File: src/rtl/fetch_unit.sv
// fetch_unit: instruction fetch stage feeding the decoder.
// Holds the PC and fetches 9-bit words over a req/ack handshake.
// It presents each word with valid/stall and redirects the PC on taken jumps.
// Optional feature macro: FETCH_HALT_EN. When defined, consuming 9'h1FF parks
// the unit in HALT (o_Halted=1) until reset.
module fetch_unit #(
  parameter int              PC_W     = 8,
  parameter logic [PC_W-1:0] RESET_PC = '0
) (
  input  logic            i_Clk,
  input  logic            i_Reset,
  output logic [PC_W-1:0] o_Mem_Addr,
  output logic            o_Mem_Req,
  input  logic            i_Mem_Ack,
  input  logic [8:0]      i_Mem_Data,
  output logic [8:0]      o_Instruction,
  output logic            o_Valid,
  input  logic            i_Stall,
  input  logic [3:0]      i_COND,
  input  logic [3:0]      i_Flags,
  input  logic [PC_W-1:0] i_Jump_Addr,
  output logic [PC_W-1:0] o_PC_Return
`ifdef FETCH_HALT_EN
  ,
  output logic            o_Halted
`endif
);

  localparam logic [8:0]      NOP_INSTR = 9'h1C0;
  localparam logic [PC_W-1:0] PC_ONE    = {{(PC_W-1){1'b0}}, 1'b1};
`ifdef FETCH_HALT_EN
  localparam logic [8:0]      HALT_INSTR = 9'h1FF;
`endif

`ifdef FETCH_HALT_EN
  typedef enum logic [1:0] {IDLE, REQ, ISSUE, HALT} state_t;
`else
  typedef enum logic [1:0] {IDLE, REQ, ISSUE} state_t;
`endif

  state_t          state_q, state_d;
  logic [PC_W-1:0] pc_q, pc_d;
  logic [8:0]      ir_q, ir_d;
  logic            req_q, req_d;
  logic            vld_q, vld_d;
`ifdef FETCH_HALT_EN
  logic            halted_q, halted_d;
`endif

  // Condition decode: flags are {N,C,V,Z}; cond[3]=1 never jumps.
  function automatic logic jump_taken(input logic [3:0] cond, input logic [3:0] flags);
    logic n, c, v, z;
    {n, c, v, z} = flags;
    if (cond[3]) return 1'b0;
    case (cond[2:0])
      3'd0:    return 1'b1;
      3'd1:    return 1'b1;
      3'd2:    return z;
      3'd3:    return !z;
      3'd4:    return c;
      3'd5:    return !c;
      3'd6:    return n;
      default: return v;
    endcase
  endfunction

  // Next-state and next-output computation for the fetch FSM.
  always_comb begin
    state_d = state_q;
    pc_d    = pc_q;
    ir_d    = ir_q;
    req_d   = req_q;
    vld_d   = vld_q;
`ifdef FETCH_HALT_EN
    halted_d = halted_q;
`endif
    case (state_q)
      IDLE: begin
        state_d = REQ;
        req_d   = 1'b1;
      end
      REQ: begin
        if (i_Mem_Ack) begin
          ir_d    = i_Mem_Data;
          pc_d    = pc_q + PC_ONE;
          state_d = ISSUE;
          req_d   = 1'b0;
          vld_d   = 1'b1;
        end
      end
      ISSUE: begin
        if (!i_Stall) begin
          vld_d = 1'b0;
`ifdef FETCH_HALT_EN
          if (ir_q == HALT_INSTR) begin
            state_d  = HALT;
            halted_d = 1'b1;
          end else begin
            state_d = REQ;
            req_d   = 1'b1;
            if (jump_taken(i_COND, i_Flags)) pc_d = i_Jump_Addr;
          end
`else
          state_d = REQ;
          req_d   = 1'b1;
          if (jump_taken(i_COND, i_Flags)) pc_d = i_Jump_Addr;
`endif
        end
      end
`ifdef FETCH_HALT_EN
      HALT: begin
        req_d = 1'b0;
        vld_d = 1'b0;
      end
`endif
      default: begin
        state_d = IDLE;
        req_d   = 1'b0;
        vld_d   = 1'b0;
      end
    endcase
  end

  // FSM state, PC, instruction register and registered outputs.
  always_ff @(posedge i_Clk or posedge i_Reset) begin
    if (i_Reset) begin
      state_q <= IDLE;
      pc_q    <= RESET_PC;
      ir_q    <= NOP_INSTR;
      req_q   <= 1'b0;
      vld_q   <= 1'b0;
`ifdef FETCH_HALT_EN
      halted_q <= 1'b0;
`endif
    end else begin
      state_q <= state_d;
      pc_q    <= pc_d;
      ir_q    <= ir_d;
      req_q   <= req_d;
      vld_q   <= vld_d;
`ifdef FETCH_HALT_EN
      halted_q <= halted_d;
`endif
    end
  end

  assign o_Mem_Addr    = pc_q;
  assign o_PC_Return   = pc_q;
  assign o_Mem_Req     = req_q;
  assign o_Valid       = vld_q;
  assign o_Instruction = ir_q;
`ifdef FETCH_HALT_EN
  assign o_Halted      = halted_q;
`endif

endmodule

File: config.mk
export PLATFORM = sky130hd
export DESIGN_NAME = fetch_unit
export DESIGN_NICKNAME = d
export VERILOG_FILES = /design/src/rtl/fetch_unit.sv
export SDC_FILE = /design/constraint.sdc
export NUM_CORES = 1
export LEC_CHECK = 0
export CORE_MARGIN = 5
export CORE_UTILIZATION = 40
export DETAILED_ROUTE_END_ITERATION = 8
export PLACE_DENSITY = 0.79
export SYNTH_ARGS = -nofsm -noshare
export SYNTH_HDL_FRONTEND = slang
export SYNTH_SLANG_ARGS = --single-unit
File: constraint.sdc
create_clock -name i_Clk -period 1.9 [get_ports i_Clk]
set_input_delay 0.38 -clock i_Clk [delete_from_list [all_inputs] [get_ports i_Clk]]
set_output_delay 0.38 -clock i_Clk [all_outputs]
set_load 0.01 [all_outputs]
* Word-level counts from Yosys, hierarchy flattened *
Index checks and enable logic that the tools add are counted.

word-level totals
  flip-flop bits (word level) = 21
  input port bits = 29
  word-level logic and storage cells = 49

operators by class
  add/sub/neg operators = 1
  equal/unequal tests = 11
  muxes and demuxes = 21
  bitwise gates (word level) = 1
  reduce and logical (&&, ||, !) cells = 10

operators by type and width
  kind                   number
  $mux W8                3
  $pmux W8 S2            1
  $mux W1                11
  $eq A3 B3 Y1 const B   3
  $add A8 B1 Y8 const B  1
  $eq A3 B2 Y1 const B   2
  $ne A2 B2 Y1 const B   3
  $pmux W1 S3            2
  $pmux W1 S6            1
  $pmux W2 S3            1
  $mux W2                2
  $reduce_and A2 Y1      2
  $reduce_and A4 Y1      1
  $eq A3 B1 Y1 const B   1
  $logic_not A3 Y1       1
  $reduce_and A3 Y1      1
  $eq A2 B1 Y1 const B   1
  $eq A2 B2 Y1 const B   1
  $logic_not A1 Y1       2
  $logic_not A2 Y1       1
  $reduce_bool A2 Y1     1
  $reduce_or A2 Y1       1
  $not A1 Y1             1

* Depth between registers and ports, before layout *
Gate-level depths: netlist (run 1).

  depth after elaboration = 9
  gate-level depth with buffers = 6
  gate-level depth less buffers = 5

* Least setup slack after synthesis (run 1) *
No wires, ideal clock.

  kind = reg-to-reg
  from = register pc_q[2], in the netlist o_Mem_Addr[2]
  to = register pc_q[7], in the netlist o_Mem_Addr[7]
  setup time = 0.122 ns
  arrival time = 1.505 ns
  required time = 1.778 ns
  slack = 0.273 ns
  cell stages (with the launch flop) = 5
  cell sequence = dfrtp_1 > nand3_1 > or2_1 > or4_1 > a32o_1

between the ends
  longest elaborated chain between the ends = 3

RTL lines
  what                    RTL line  source
  from (decl)             42        logic [PC_W-1:0] pc_q, pc_d;
  from (signal assigned)  137       pc_q <= pc_d;
  $add A8 B1 Y8           85        pc_d = pc_q + PC_ONE;
  $mux W8                 83        if (i_Mem_Ack) begin
  $pmux W8 S2             77        case (state_q)

No other way between the ends. The select of a mux whose other input is x is not followed.
A chain may end at the register's enable or synchronous reset.

* Worst setup path in the final report (run 1) *
  from = input i_Flags[0]
  to = register pc_q[7], in the netlist o_Mem_Addr[7]

between the ends
  longest elaborated chain between the ends = 7

RTL lines
  what                                    RTL line  source
  from (decl)                             20        input logic [3:0] i_Flags,
  $logic_not A1 Y1                        59        3'd3: return !z;
  $pmux W1 S6 (*)                         55        case (cond[2:0])
  $mux W1 (*)                             55
  $mux W1 (*)                             92        if (!i_Stall) begin
  $mux W1 (*)                             77
  $ne A2 B2 Y1 (no source line) (*)       -
  $reduce_and A4 Y1 (no source line) (*)  -

Every way passes the cells marked *; elsewhere a longest branch is shown, timed or not. The select of a mux whose other input is x is not followed.

==> impl_metrics.csv, run 1 <==
group,metric,value,unit
route,routed_wirelength,3160,um
clock_tree,cts.clk_slew.worst_paths,0.11,ns
route,vias,1125,
route,drtIter0Drc,29,
floorplan,core-area,2758,sq um
clock_tree,clk_path_buf_depth,2,
power_and_ir_drop,power_density,1514,nW/um^2
placement,hpwl,2579,um
clock_tree,clock_sinks,20,
sta,max_clock_freq,543.3,MHz
logic_synthesis,ys_warn_count,0,
setup_path,worstPathCellList,"clkdlybuf4s50_1, and4b_1, nor3_2, o211ai_2, or3_4, a32o_1",
logic_synthesis,synth_mux_area_share,15.04,%
setup_path,critPathRequiredTime,2.09,ns
floorplan,die_h,63.76,um
global_routing,grt_util_all_layers,15.66,%
global_routing,grt_pass1_vias,1186,
setup_path,cpPeakStageDelay,0.44,ns
layout,antennaDiodeCount,0,
floorplan,start_util,41.92,%
route,wl_per_cell,15.80,um
layout,final_util,64.88,%
logic_synthesis,synth.top_cell.area_share,36.80,%
sta,tightest_slew,0.3485,ns
global_routing,overflow,0,
sta,period_share,96.87,%
sta,finalMaxSlewViolations,0,
placement,place_ws,-0.2683,ns
logic_synthesis,synth.largest_area_cell,"dfrtp_1",
sta,hold_violations,0,
setup_path,path_max_fanout,5,
status,run_status,"complete, no violations",
job,maxCapViolCount,0,
setup_path,arrival,2.03,ns
logic_synthesis,synthAdderAreaFrac,1.082,%
placement,io_buffers,55,
setup_path,endpoint_kind,"register",
route,first_pass_iters,4,
sta,fin_worst_skew,0.006477,ns
power_and_ir_drop,leakagePower,0.7620,nW
route,viasPerCell,5.625,
logic_synthesis,ys_seq_elements,20,
layout,drive_gt1_share,19.53,%
sta,slew_headroom,76.74,%
logic_synthesis,syn-cell-area,1156,sq um
global_routing,antenna_found_initial,0,
layout,finish.net_count,200,
setup_path,crit_path_start_kind,"input pin",
sta,fin_ws,0.05945,ns
logic_synthesis,synth_top_family_by_area,"compound AO/OA/AOI/OAI gates",
setup_path,cp_slowest_cell,"clkdlybuf4s50_1",
clock_tree,root_buffer,"clkbuf_4",
logic_synthesis,synth_compound_area_share,16.13,%
placement,place_congestion,0.8435,
route,drcViolationCount,0,
floorplan,die_w,63.76,um
floorplan,design.die.area,4065,sq um
floorplan,rows,19,
logic_synthesis,synth-main-ff-cell,"dfrtp_1",
clock_tree,clock_latency,0.30,ns
logic_synthesis,ys_async_sr_fraction,100.0,%
layout,syn_to_final_growth,54.76,%
clock_tree,htreeDepth,1,
route,ant_nets,0,
sta,rsz0062_at_grt,"false",
clock_tree,cts_buffers,3,
power_and_ir_drop,ir_worst_vdd,0.001102,V
global_routing,grt_pass1_wl,5202,um
logic_synthesis,synthTopCellsByArea,"dfrtp_1 37%, mux2_2 11%, dfstp_2 6.8%",
sta,setup_viol,0,
worst_hold_path,hold_path_class,"in -> async",
logic_synthesis,synthCells,110,
logic_synthesis,yosys.area_share.xor_xnor,0.7576,%
sta,fin_crit,1.841,ns
logic_synthesis,syn_area_per_cell,10.51,sq um
logic_synthesis,yosys.area_share.simple,15.37,%
sta,fin_hold_ws,0.3498,ns
logic_synthesis,ys_seq_area_share,43.61,%
clock_tree,cts_tree,"done",
logic_synthesis,netlist-cell-type-count,40,
global_routing,grt_max_degree,13,
logic_synthesis,synth_edf_count,0,
logic_synthesis,syn-num-nets,140,
floorplan,num_io_pins,56,
setup_path,worstSetupPathType,"in -> reg",
[layout by cell type (no fill, tap or decap), types with 2 or more instances in the layout]
| master | n |
|---|---|
| inv_1 | 4 |
| o22ai_1 | 4 |
| clkbuf_4 | 3 |
| mux2i_1 | 5 |
| mux2_2 | 11 |
| dfstp_2 | 3 |
| clkdlybuf4s50_1 | 53 |
| a22oi_1 | 3 |
| buf_4 | 12 |
| o21ai_0 | 3 |
| nand2_1 | 7 |
| nand3_1 | 6 |
| nand2b_1 | 4 |
| dfrtp_1 | 17 |
| nor2_1 | 3 |
| dlymetal6s2s_1 | 2 |
| a21oi_1 | 5 |
[state kept, by name, summed over array words and instances (netlist names)]
register	cells
o_Instruction	9
o_Mem_Addr	8
state_q	2
o_Valid	1
[cell usage after synthesis (all sizes together), types with 2 or more instances]
cell    number
nand3        6
mux2i        5
a21oi        5
dfstp        3
o21ai        4
a22oi        3
nand2        7
buf         11
nand2b       4
o22ai        4
nor2         3
inv          4
dfrtp       17
mux2        11
or3          2
[per-stage QoR]
stage	std cells	total power [mW]	TNS (ns)	instance area (sq um)
6_report	200	2.709	0	1789
5_1_grt	200	2.906	0	1789
4_1_cts	200	2.737	0	1784
3_5_place_dp	196	2.511	-1.439	1758
3_3_place_gp	196	2.459	-1.094	1758
2_1_floorplan	110	1.727	0	1156
[worst paths after layout]
check	startpoint	endpoint	slack, ns	cells after the start
max	i_Flags[0]	o_Mem_Addr[7]	0.06	6
min	i_Reset	o_Mem_Addr[6]	0.35	2
max reg2reg	o_Mem_Addr[1]	o_Mem_Addr[7]	0.19	4
min reg2reg	o_Instruction[0]	o_Instruction[0]	0.53	1
max in group asynchronous	i_Reset	o_Instruction[5]	1.07	3
min in group i_Clk	o_Instruction[0]	o_Instruction[0]	0.53	1
[power breakdown]
group          switching [mW]  leakage [nW]  internal, mW  total (mW)
registers               0.207         0.230         0.661       0.868
logic                   0.669         0.517         0.960        1.63
clock network           0.131        0.0150        0.0818       0.212
[cell type report]
cell class / count / area, sq um
sequential: 20 / 504.2
inverter: 4 / 15.01
multi-input combinational: 74 / 559.3
tap: 31 / 38.79
clock buffer: 4 / 26.28
fill: 229 / 968.4
timing repair buffer: 67 / 645.6
[timing repair]
item                                    CTS  global route
hold endpoints to repair                  0             0
setup buffers                             0             0
hold buffers                              0             0
endpoints found under the setup margin    0             1
gates resized for setup                   0             2
[logic make-up (layout without fill, tap and decap cells)]
group | after synthesis | after routing
compound gates | 25 | 25
xor+xnor | 1 | 1
fa+ha+maj | 1 | 1
buf+inv | 16 | 75
flops | 20 | 20
mux | 16 | 16
simple gates | 31 | 31
[routing by layer]
layer	track usage, %	part of all wire (%)
met1	17.49	39
met2	27.41	49
met3	5.429	9.7
met4	5.714	2.2
met5	0	0
[worst max-delay path: cells and delay by family]
kind / cells / cell delay (ns)
AO/OA/AOI/OAI: 2 / 0.42
AND/OR/NAND/NOR: 3 / 0.79
buffers and inverters: 1 / 0.44
Note: power is estimated with default switching activity, not from simulation.
==> run 2: changes to the inputs <==
--- a/config.mk
+++ b/config.mk
@@ -9,6 +9,7 @@
 export CORE_UTILIZATION = 40
 export DETAILED_ROUTE_END_ITERATION = 8
 export PLACE_DENSITY = 0.79
+export SETUP_SLACK_MARGIN = 0.1
 export SYNTH_ARGS = -nofsm -noshare
 export SYNTH_HDL_FRONTEND = slang
 export SYNTH_SLANG_ARGS = --single-unit
==> run 2 against run 1 <==
Against the previous run:
- highest routed layer unchanged
- non-clock buffer count rose by 1
- critical path type unchanged
- cell area rose by 0.49%
- hold slack improved by 0.0011 ns
- combinational power barely moved
- clock power barely moved
- largest cell class unchanged
- global-route usage barely moved
- utilization rose by 0.32 points
==> impl_metrics.csv, run 2 (synthesis results as in run 1) <==
group,metric,value,unit
status,run_status,"complete, no violations",
floorplan,die_w,63.76,um
power_and_ir_drop,p_comb_share,60.1,%
route,ant_nets,0,
floorplan,start_util,41.92,%
setup_path,arrival,1.95,ns
clock_tree,hold_buffers,0,
placement,io_buffers,55,
placement,place_inst,196,
sta,setup_viol,0,
global_routing,grt_max_degree,13,
sta,fin_crit,1.759,ns
global_routing,antenna_found_initial,0,
route,routed_wirelength,3119,um
layout,finish.net_count,201,
sta,period_share,92.59,%
sta,fin_worst_skew,0.006809,ns
floorplan,core-area,2758,sq um
layout,final_util,65.20,%
sta,slew_headroom,76.83,%
setup_path,crit_path_start_kind,"input pin",
setup_path,worstSetupPathType,"in -> reg",
global_routing,grt_pass1_wl,5188,um
clock_tree,clock_sinks,20,
floorplan,num_io_pins,56,
layout,antennaDiodeCount,0,
sta,rsz0062_at_grt,"true",
sta,fin_hold_ws,0.3509,ns
setup_path,timing.rr.end,"o_Mem_Addr[7]",
route,first_pass_iters,4,
floorplan,die_h,63.76,um
layout,drive_gt1_share,21.18,%
job,maxCapViolCount,0,
power_and_ir_drop,power.clock.fraction,7.8,%
clock_tree,root_buffer,"clkbuf_4",
layout,syn_to_final_growth,55.52,%
placement,dpl_cell_area,1758,sq um
sta,max_clock_freq,568.5,MHz
setup_path,critPathRequiredTime,2.09,ns
global_routing,grt_util_met3,5.254,%
route,wl_per_cell,15.52,um
layout,final_cells,201,
power_and_ir_drop,power_density,1506,nW/um^2
power_and_ir_drop,ir_worst_vdd,0.001099,V
global_routing,grt_util_all_layers,15.62,%
setup_path,critPathLaunch,"i_Flags[1]",
route,viasPerCell,5.572,
sta,hold_violations,0,
global_routing,busiest_layer,"met2",
global_routing,grt_util_met2,27.41,%
worst_hold_path,hold_path_class,"in -> async",
floorplan,design.die.area,4065,sq um
placement,hpwl,2579,um
layout,final_common_cell,"clkdlybuf4s50_1",
global_routing,overflow,0,
route,vias,1120,
setup_path,endpoint_kind,"register",
route,drcViolationCount,0,
power_and_ir_drop,p_int,1.706,mW
clock_tree,cts_tree,"done",
clock_tree,clk_path_buf_depth,2,
setup_path,r2r-start,"o_Mem_Addr[1]",
floorplan,rows,19,
layout,layout.cells.most_common_list,"46 x clkdlybuf4s50_1, 15 x dfrtp_1, 13 x buf_4",
power_and_ir_drop,leakagePower,0.7985,nW
power_and_ir_drop,power.switching,1.002,mW
clock_tree,clock_latency,0.30,ns
power_and_ir_drop,seq_power_share,32.0,%
setup_path,ff2ff_path_depth,4,
global_routing,grt_pass1_vias,1187,
sta,finalMaxSlewViolations,0,
route,drtIter0Drc,28,
sta,tightest_slew,0.3471,ns
clock_tree,htreeDepth,1,
power_and_ir_drop,p_sw_share,37.00,%
setup_path,critPathCapture,"o_Mem_Addr[7]",
setup_path,rrSetupSlack,0.21,ns
clock_tree,cts_buffers,3,
global_routing,met1_usage,17.49,%
placement,place_congestion,0.8435,
layout,largest_register_ffs,9,
setup_path,path_max_fanout,5,
layout,final_area,1798,sq um
clock_tree,cts.clk_slew.worst_paths,0.11,ns
-- run 2: cell types whose count changed in the layout (fill, tap and decap cells not counted), sizes merged --
cell	delta
clkdlybuf4s50	-7
dlygate4sd2	+5
dlymetal6s2s	+2
buf	+1
-- run 2: what timing repair did --
action	CTS	global route
endpoints found under the setup margin	1	10
resized for setup	5	6
buffers inserted	0	1
pin swaps	6	2
gates cloned	0	0
-- run 2: cell type report --
cell class / count / area [sq um]
Inverter: 4 / 15.01
Tap cell: 31 / 38.79
Timing Repair Buffer: 68 / 651.9
Sequential cell: 20 / 506.7
Multi-Input combinational cell: 74 / 559.3
Clock buffer: 4 / 26.28
Fill cell: 227 / 959.7
-- run 2: worst min path at each step --
stage,depth (start not counted),end
finish,2,o_Mem_Addr[6]
global route,2,o_Mem_Addr[7]
CTS,2,o_Mem_Addr[6]
detailed placement,1,o_Instruction[3]
global placement,1,o_Instruction[1]
floorplan,1,o_Instruction[0]
-- run 2: per-stage QoR --
| step | total power, mW | TNS (ns) | setup slack (ns) |
|---|---|---|---|
| after CTS | 2.732 | 0 | 0.1173 |
| after global placement | 2.459 | -1.094 | -0.2255 |
| after global routing | 2.913 | 0 | 0.08791 |
| final | 2.708 | 0 | 0.1408 |
| after detailed placement | 2.511 | -1.439 | -0.2683 |
| after floorplan | 1.727 | 0 | 0.2734 |
-- run 2: worst max-delay path, stage by stage --
cell and delay (ns):
clkdlybuf4s50_1 0.46, nand2_1 0.06, o2111ai_1 0.14, o211ai_2 0.19
or3_4 0.44, a32o_1 0.28
-- run 2: routing by layer --
metal  vias up  part of all wire, %  wire length, um
met5         -                    0                0
met2        56                   48             1512
met1       536                   40             1239
met4         0                  2.1               65
li1        522                    -                -
met3         6                  9.7              301
-- run 2: power by group through the flow --
stage	clock, mW	sequential, mW	combinational [mW]
after floorplan	0	0.936	0.790
after global placement	0	0.857	1.60
after detailed placement	0	0.870	1.64
after CTS	0.221	0.867	1.64
after global routing	0.240	0.908	1.77
final	0.212	0.868	1.63
==> run 3: changes to the inputs <==
--- a/config.mk
+++ b/config.mk
@@ -5,6 +5,7 @@
 export SDC_FILE = /design/constraint.sdc
 export NUM_CORES = 1
 export LEC_CHECK = 0
+export CORE_ASPECT_RATIO = 1.5
 export CORE_MARGIN = 5
 export CORE_UTILIZATION = 40
 export DETAILED_ROUTE_END_ITERATION = 8
==> run 3 against run 2 <==
Against the previous run:
- global-route usage grew 1.3 points
- first-iteration DRC count grew 75%
- critical path type unchanged
- hold slack gained 0.087 ns
- die area grew 0.55%
- cell area grew 4.1%
- register-to-register slack lost 0.03 ns
- worst setup slack lost 0.018 ns
- utilization grew 0.41 points
- via count is essentially flat
- clock skew shrank 0.00068 ns
- largest power group unchanged
==> impl_metrics.csv, run 3 (synthesis results as in run 1) <==
group,metric,value,unit
sta,period_share,93.54,%
floorplan,core-area,2853,sq um
status,run_status,"complete, no violations",
clock_tree,hold_buffers,0,
floorplan,num_io_pins,56,
layout,finish.net_count,205,
setup_path,crit_path_start_kind,"input pin",
global_routing,grt_pass1_vias,1107,
sta,fin_worst_skew,0.006127,ns
clock_tree,htreeDepth,1,
route,routed_wirelength,3323,um
clock_tree,clock_sinks,20,
sta,rsz0062_at_grt,"false",
placement,io_buffers,55,
layout,syn_to_final_growth,61.91,%
route,wl_per_cell,15.60,um
layout,multi_input_area,573.1,sq um
sta,tightest_slew,0.3411,ns
power_and_ir_drop,p_total,2.858,mW
layout,final_common_cell,"clkdlybuf4s50_1",
setup_path,critPathRequiredTime,2.05,ns
power_and_ir_drop,leakagePower,0.7998,nW
floorplan,rows,24,
clock_tree,cts.clk_slew.worst_paths,0.07,ns
setup_path,endpoint_kind,"register",
setup_path,arrival,1.92,ns
global_routing,antenna_found_initial,0,
layout,largest_register_ffs,9,
route,drtIter0Drc,49,
worst_hold_path,hold_path_class,"in -> async",
floorplan,die_w,53.90,um
sta,setup_viol,0,
floorplan,start_util,40.53,%
sta,fin_crit,1.777,ns
setup_path,path_max_fanout,4,
layout,layout.cells.most_common_list,"49 x clkdlybuf4s50_1, 17 x dfrtp_1, 17 x buf_4",
global_routing,grt_util_all_layers,16.95,%
layout,seq_area,504.2,sq um
setup_path,cpPeakStageDelay,0.46,ns
layout,drive_gt1_share,23.56,%
route,first_pass_iters,4,
setup_path,cp_slowest_cell,"clkdlybuf4s50_1",
setup_path,cp.depth,7,
layout,final_util,65.61,%
placement,hpwl,2692,um
power_and_ir_drop,ir_worst_vdd,0.0008899,V
clock_tree,root_buffer,"clkbuf_8",
setup_path,crit_buf_inv,2,
sta,slew_headroom,77.26,%
layout,antennaDiodeCount,0,
sta,max_clock_freq,562.7,MHz
floorplan,design.die.area,4088,sq um
clock_tree,cts_tree,"done",
global_routing,grt_max_degree,21,
power_and_ir_drop,power_density,1527,nW/um^2
setup_path,worstPathCellList,"clkdlybuf4s50_1, nand2_1, o2111ai_2, o211ai_2, buf_4, o31ai_4, mux2_4",
sta,fin_hold_ws,0.4380,ns
sta,hold_violations,0,
floorplan,die_h,75.85,um
clock_tree,clk_path_buf_depth,2,
sta,finalMaxSlewViolations,0,
setup_path,r2r-start,"state_q[0]",
setup_path,critPathLaunch,"i_Flags[1]",
clock_tree,clock_latency,0.26,ns
global_routing,overflow,0,
setup_path,cpLargestDelayFamily,"buffers and inverters",
global_routing,grt_pass1_wl,5092,um
placement,place_congestion,0.9009,
setup_path,ff2ff_path_depth,5,
route,vias,1119,
job,maxCapViolCount,0,
route,ant_nets,0,
setup_path,worstSetupPathType,"in -> reg",
layout,fillCellCount,233,
route,drcViolationCount,0,
clock_tree,cts_buffers,3,
route,viasPerCell,5.254,
run 3: cell count changes in the layout (fill, tap and decap cells not counted), moves of 2 or more:
cell / delta
clkdlybuf4s50_1: +3
dlymetal6s2s_1: -3
clkbuf_8: +4
dfrtp_2: -2
buf_4: +4
clkbuf_4: -3
dfrtp_1: +2
run 3: worst register-to-register path, stage by stage (launching register included):
cell	delay (ns)
dfrtp_1	0.48
nor3_2	0.22
o211ai_2	0.14
buf_4	0.18
o31ai_4	0.27
mux2_4	0.32
run 3: what timing repair did:
action / in CTS / in global routing
gates resized for setup: 6 / 4
setup endpoints to repair: 5 / 6
buffers inserted: 2 / 1
pin swaps: 6 / 6
run 3: layout make-up:
class,count,area share (%)
multi-input combinational,74,30.61
inverter,4,0.8021
tap,39,2.607
clock buffer,4,2.941
sequential,20,26.94
timing repair buffer,72,36.10
run 3: power breakdown:
| group | internal [mW] | total, mW | switching [mW] | leakage [nW] |
|---|---|---|---|---|
| clock network | 0.184 | 0.318 | 0.133 | 0.0288 |
| registers | 0.663 | 0.876 | 0.213 | 0.230 |
| logic | 0.988 | 1.67 | 0.677 | 0.541 |
run 3: final timing paths:
| path | to | slack (ns) |
|---|---|---|
| max in group asynchronous | o_Instruction[7] | 1.20 |
| min in group i_Clk | o_Instruction[4] | 0.51 |
| min | o_Mem_Addr[7] | 0.44 |
| max | o_Mem_Addr[1] | 0.12 |
| min reg2reg | o_Instruction[4] | 0.51 |
| max reg2reg | o_Mem_Addr[1] | 0.18 |
run 3: through the flow:
stage                     setup WS (ns)  area (sq um)  TNS [ns]  instances
after global routing            0.06512          1872         0        213
after detailed placement        -0.2564          1783    -1.442        206
after CTS                        0.1049          1851         0        212
after floorplan                  0.2734          1156         0        110
final                            0.1227          1872         0        213
after global placement          -0.2227          1783    -1.086        206
run 3: per-layer routing:
| metal | up-vias | global-route usage, % | part of all wire (%) |
|---|---|---|---|
| met1 | 531 | 16.75 | 34 |
| met4 | 0 | 6.250 | 1.6 |
| li1 | 523 | - | - |
| met3 | 6 | 4.501 | 11 |
| met2 | 59 | 32.48 | 54 |
| met5 | - | 0 | 0 |
==> RTL edit 1: new RTL, settings of run 3 <==
Encoding of `state_t`: now one-hot (3 bits for 3 states).
--- a/src/rtl/fetch_unit.sv
+++ b/src/rtl/fetch_unit.sv
@@ -36,5 +36,5 @@
   typedef enum logic [1:0] {IDLE, REQ, ISSUE, HALT} state_t;
 `else
-  typedef enum logic [1:0] {IDLE, REQ, ISSUE} state_t;
+  typedef enum logic [2:0] {IDLE = 3'b001, REQ = 3'b010, ISSUE = 3'b100} state_t;
 `endif
 
Function: same outputs for any inputs over 10 cycles, from zero or initial values and one cycle with i_Reset high; not proved beyond that.
==> RTL edit 1 against run 3 <==
- synthesized cell count rose by 35%
- final area rose by 6.1%
- synthesized area rose by 14%
- routed wire length rose by 14%
- worst setup slack improved by 0.029 ns
- power fell by 18%
- maximum frequency rose by 1.7%
- sequential power barely moved
- register-to-register slack improved by 0.02 ns
- sequential cell count rose by 2
- combinational power fell by 33%
- critical path type is now reg -> out
==> RTL edit 1: results (changes against run 3) <==
* Result of the run: complete, no violations (unchanged)
* Crit Reg-Reg Endpoint: o_Mem_Addr[3] (was o_Mem_Addr[1])
* Sequential share of the synthesized area at 42.3% (was 43.6%)
* Wire per inst at 15.5 um (was 15.6 um)
* Share of cells above drive strength 1 at 13.7% (was 23.6%)
* Clock skew at 0.00334 ns (was 0.00613 ns)
* Crit Reg-Reg Startpoint: state_q[1] (was state_q[0])
* Clock Sinks at 22 (was 20)
* Non-Clock Inverter Count at 10 (was 4)
* Vias in the first global route at 1377 (was 1107)
* First-pass GRT wire length at 6290 um (was 5090 um)
* First DRT Iteration DRCs at 16 (was 49)
* Seq/total area at 28.0% (was 26.9%)
* Met3 Usage GRT at 4.82% (was 4.50%)
* Non-clk buf share at 32.6% (was 36.1%)
* Global Route Usage Sum at 17.0% (about the same)
* GR Layer Usage met2 at 32.2% (was 32.5%)
* Comb_multi_in at 101 (was 74)
* CP Max Fanout at 8 (was 4)
* Leakage at 0.854 nW (was 0.800 nW)
* Worst r2r path cells at 4 (was 5)
* Worst slack, placed at -0.221 ns (was -0.256 ns)
* Number of non-clock buffers at 68 (was 72)
* Clock-cell share at 2.77% (was 2.94%)
* Largest net degree at the start of global routing at 23 (was 21)
* Detailed Place HPWL at 3010 um (was 2690 um)
* Net count, final at 236 (was 205)
* Filler instances at 271 (was 233)
## RTL edit 1: power by group
part | internal, W | switching (W)
sequential | 0.000679 | 0.000195
combinational | 0.000623 | 0.000501
clock | 0.000184 | 0.000151
total | 0.00149 | 0.000847
## RTL edit 1: logic make-up (layout without fill, tap and decap cells)
kind of cell / count (synthesis) / after routing / share of synthesized area [%]
adders and majority gates: 1 / 1 / 0.952
and+or+nand+nor: 65 / 65 / 25.2
muxes: 1 / 1 / 0.857
DFF: 22 / 22 / 42.3
xor gates and xnor gates: 1 / 1 / 0.667
AOI/OAI and AO/OA: 33 / 33 / 19.8
buffers and inverters: 25 / 82 / 10.2
## RTL edit 1: worst max-delay path by stage
stage	endpoint	startpoint	slack, ns	cells after the start
5_1_grt	o_Mem_Addr[4]	i_Flags[0]	0.11	5
4_1_cts	o_Mem_Addr[3]	i_COND[0]	0.14	5
3_3_place_gp	o_Mem_Addr[0]	i_COND[1]	-0.19	5
2_1_floorplan	o_Mem_Addr[4]	state_q[0]	0.20	5
3_5_place_dp	o_Mem_Addr[0]	i_COND[1]	-0.22	5
6_report	o_PC_Return[0]	o_Mem_Addr[0]	0.15	1
## RTL edit 1: routing by layer
layer,part of all wire [%],vias up
li1,-,635
met1,40,624
met2,51,57
met3,7.6,5
met4,1.2,0
met5,0,-
## RTL edit 1: timing repair
action,in CTS,in global routing
setup endpoints to repair,3,4
resized for setup,5,1
buffers inserted,1,0
pin swaps,2,3
## RTL edit 1: metrics by stage
stage	instances	power (W)	util [%]	instance area (sq um)	hold slack, ns
final	245	0.00233	62.9	1990	0.446
after global routing	245	0.00249	62.9	1990	0.465
after CTS	245	0.00235	62.8	1980	0.454
after detailed placement	240	0.00200	60.4	1910	0.450
after global placement	240	0.00195	60.4	1910	0.450
after floorplan	148	0.00142	-	1310	0.366
==> RTL edit 2: new RTL, config.mk and constraints of run 3 <==
Made on the original files. The parameter `PC_W` goes from 8 to 12.
--- a/src/rtl/fetch_unit.sv
+++ b/src/rtl/fetch_unit.sv
@@ -5,5 +5,5 @@
 // the unit in HALT (o_Halted=1) until reset.
 module fetch_unit #(
-  parameter int              PC_W     = 8,
+  parameter int              PC_W     = 12,
   parameter logic [PC_W-1:0] RESET_PC = '0
 ) (
Interface: changed (resized i_Jump_Addr, o_Mem_Addr and o_PC_Return); port bits go from 56 to 68. No check against the original RTL was run, so the function may have changed too.
==> RTL edit 2 against run 3 <==
- power is 26% higher
- final area is 30% higher
- sequential cell count is 5 higher
- worst setup slack better by 0.029 ns
- routed wire length is 30% higher
- synthesized area is 38% higher
- global-route usage is 0.78 points lower
- synthesized cell count is 65% higher
==> RTL edit 2: results (changes against run 3) <==
* Result of the run: complete, no violations (unchanged)
* Leakage at 1.01 nW (was 0.800 nW)
* First-pass GRT wire length at 6730 um (was 5090 um)
* Vias in the first global route at 1503 (was 1107)
* Worst-path clk slew at 0.09 ns (was 0.07 ns)
* CP Max Fanout at 3 (was 4)
* # H-tree levels at 1 (unchanged)
* Filler instances at 367 (was 233)
* Clock skew at 0.00665 ns (was 0.00613 ns)
* Share of cells above drive strength 1 at 16.7% (was 23.6%)
* Yosys cell types at 49 (was 40)
* P_int at 0.00220 W (was 0.00184 W)
* Syn Nets at 215 (was 140)
* Maximum vdd ir drop at 1070 uV (was 890 uV)
* Synth top area cells: dfrtp_1 (34%), nand2_1 (9.6%), buf_4 (6.1%), dfstp_2 (4.9%), o32ai_1 (3.8%) (was dfrtp_1 (37%), mux2_2 (11%), dfstp_2 (6.8%), buf_4 (5.2%), mux2i_1 (4.3%))
* Largest net degree at the start of global routing at 26 (was 21)
* Worst slack, placed at -0.235 ns (was -0.256 ns)
* Sequential share of the synthesized area at 39.4% (was 43.6%)
* Worst slew pin tran at 0.325 ns (was 0.341 ns)
* Synth warn at 0 (unchanged)
* Global Route Usage Sum at 16.2% (was 17.0%)
* First DRT Iteration DRCs at 36 (was 49)
* Net count, final at 287 (was 205)
* Post-CTS Resized at 1 (was 6)
* Wire per inst at 14.6 um (was 15.6 um)
* Slowest stage delay, CP at 0.54 ns (was 0.46 ns)
* Post CTS Setup Buffer Count at 0 (was 2)
* Detailed Place HPWL at 3350 um (was 2690 um)
* DR vias at 1586 (was 1119)
* Final GP Congestion at 0.806 (was 0.901)
* Max reg flops at 12 (was 9)
* Port bufs at 67 (was 55)
-- RTL edit 2: cells by family (layout without fill, tap and decap cells) --
family          Yosys count  after routing  synth area share, %
flops                    25             25                 39.4
mux                       2              2                 1.41
fa+ha+maj                 1              1                0.784
simple gates             80             80                 25.6
xor+xnor                  1              1                0.549
buf+inv                  27             98                 10.1
compound gates           45             45                 22.1
-- RTL edit 2: worst paths after layout --
path | startpoint | to | slack [ns] | cells after the start
setup reg to reg | state_q[1] | o_Mem_Addr[8] | 0.21 | 4
max in group asynchronous | i_Reset | o_Instruction[6] | 1.15 | 3
min in group i_Clk | o_Instruction[8] | o_Instruction[8] | 0.46 | 2
hold reg to reg | o_Instruction[8] | o_Instruction[8] | 0.46 | 2
setup / recovery | i_COND[0] | o_Mem_Addr[1] | 0.15 | 5
hold / removal | i_Reset | o_Mem_Addr[9] | 0.46 | 3
-- RTL edit 2: metal layers --
metal	global-route usage [%]	part of all wire, %	vias up
met5	0	0	-
met4	4.44	0.69	0
met3	3.41	6.1	3
met2	28.9	54	43
met1	18.8	40	749
li1	-	-	791
-- RTL edit 2: layout make-up --
type                    instances  share of cell area [%]
well taps                      45                    2.31
clock buffers                   3                    1.70
clock inverters                 1                   0.206
flip-flops and latches         25                    26.1
inverters                       6                   0.976
repair buffers                 88                    34.6
multi-input cells             129                    34.1
-- RTL edit 2: metrics by stage --
stage                     instance area (sq um)  cells
after CTS                                  2400    296
after global placement                     2350    292
after detailed placement                   2350    292
final                                      2430    297
after global routing                       2430    297
after floorplan                            1600    181
-- RTL edit 2: power groups by stage --
stage,sequential (W),combinational [W],clock [W]
finish,0.00111,0.00216,0.000319
global route,0.00116,0.00234,0.000356
CTS,0.00110,0.00217,0.000324
detailed placement,0.00111,0.00216,0
global placement,0.00110,0.00213,0
floorplan,0.00117,0.00108,0
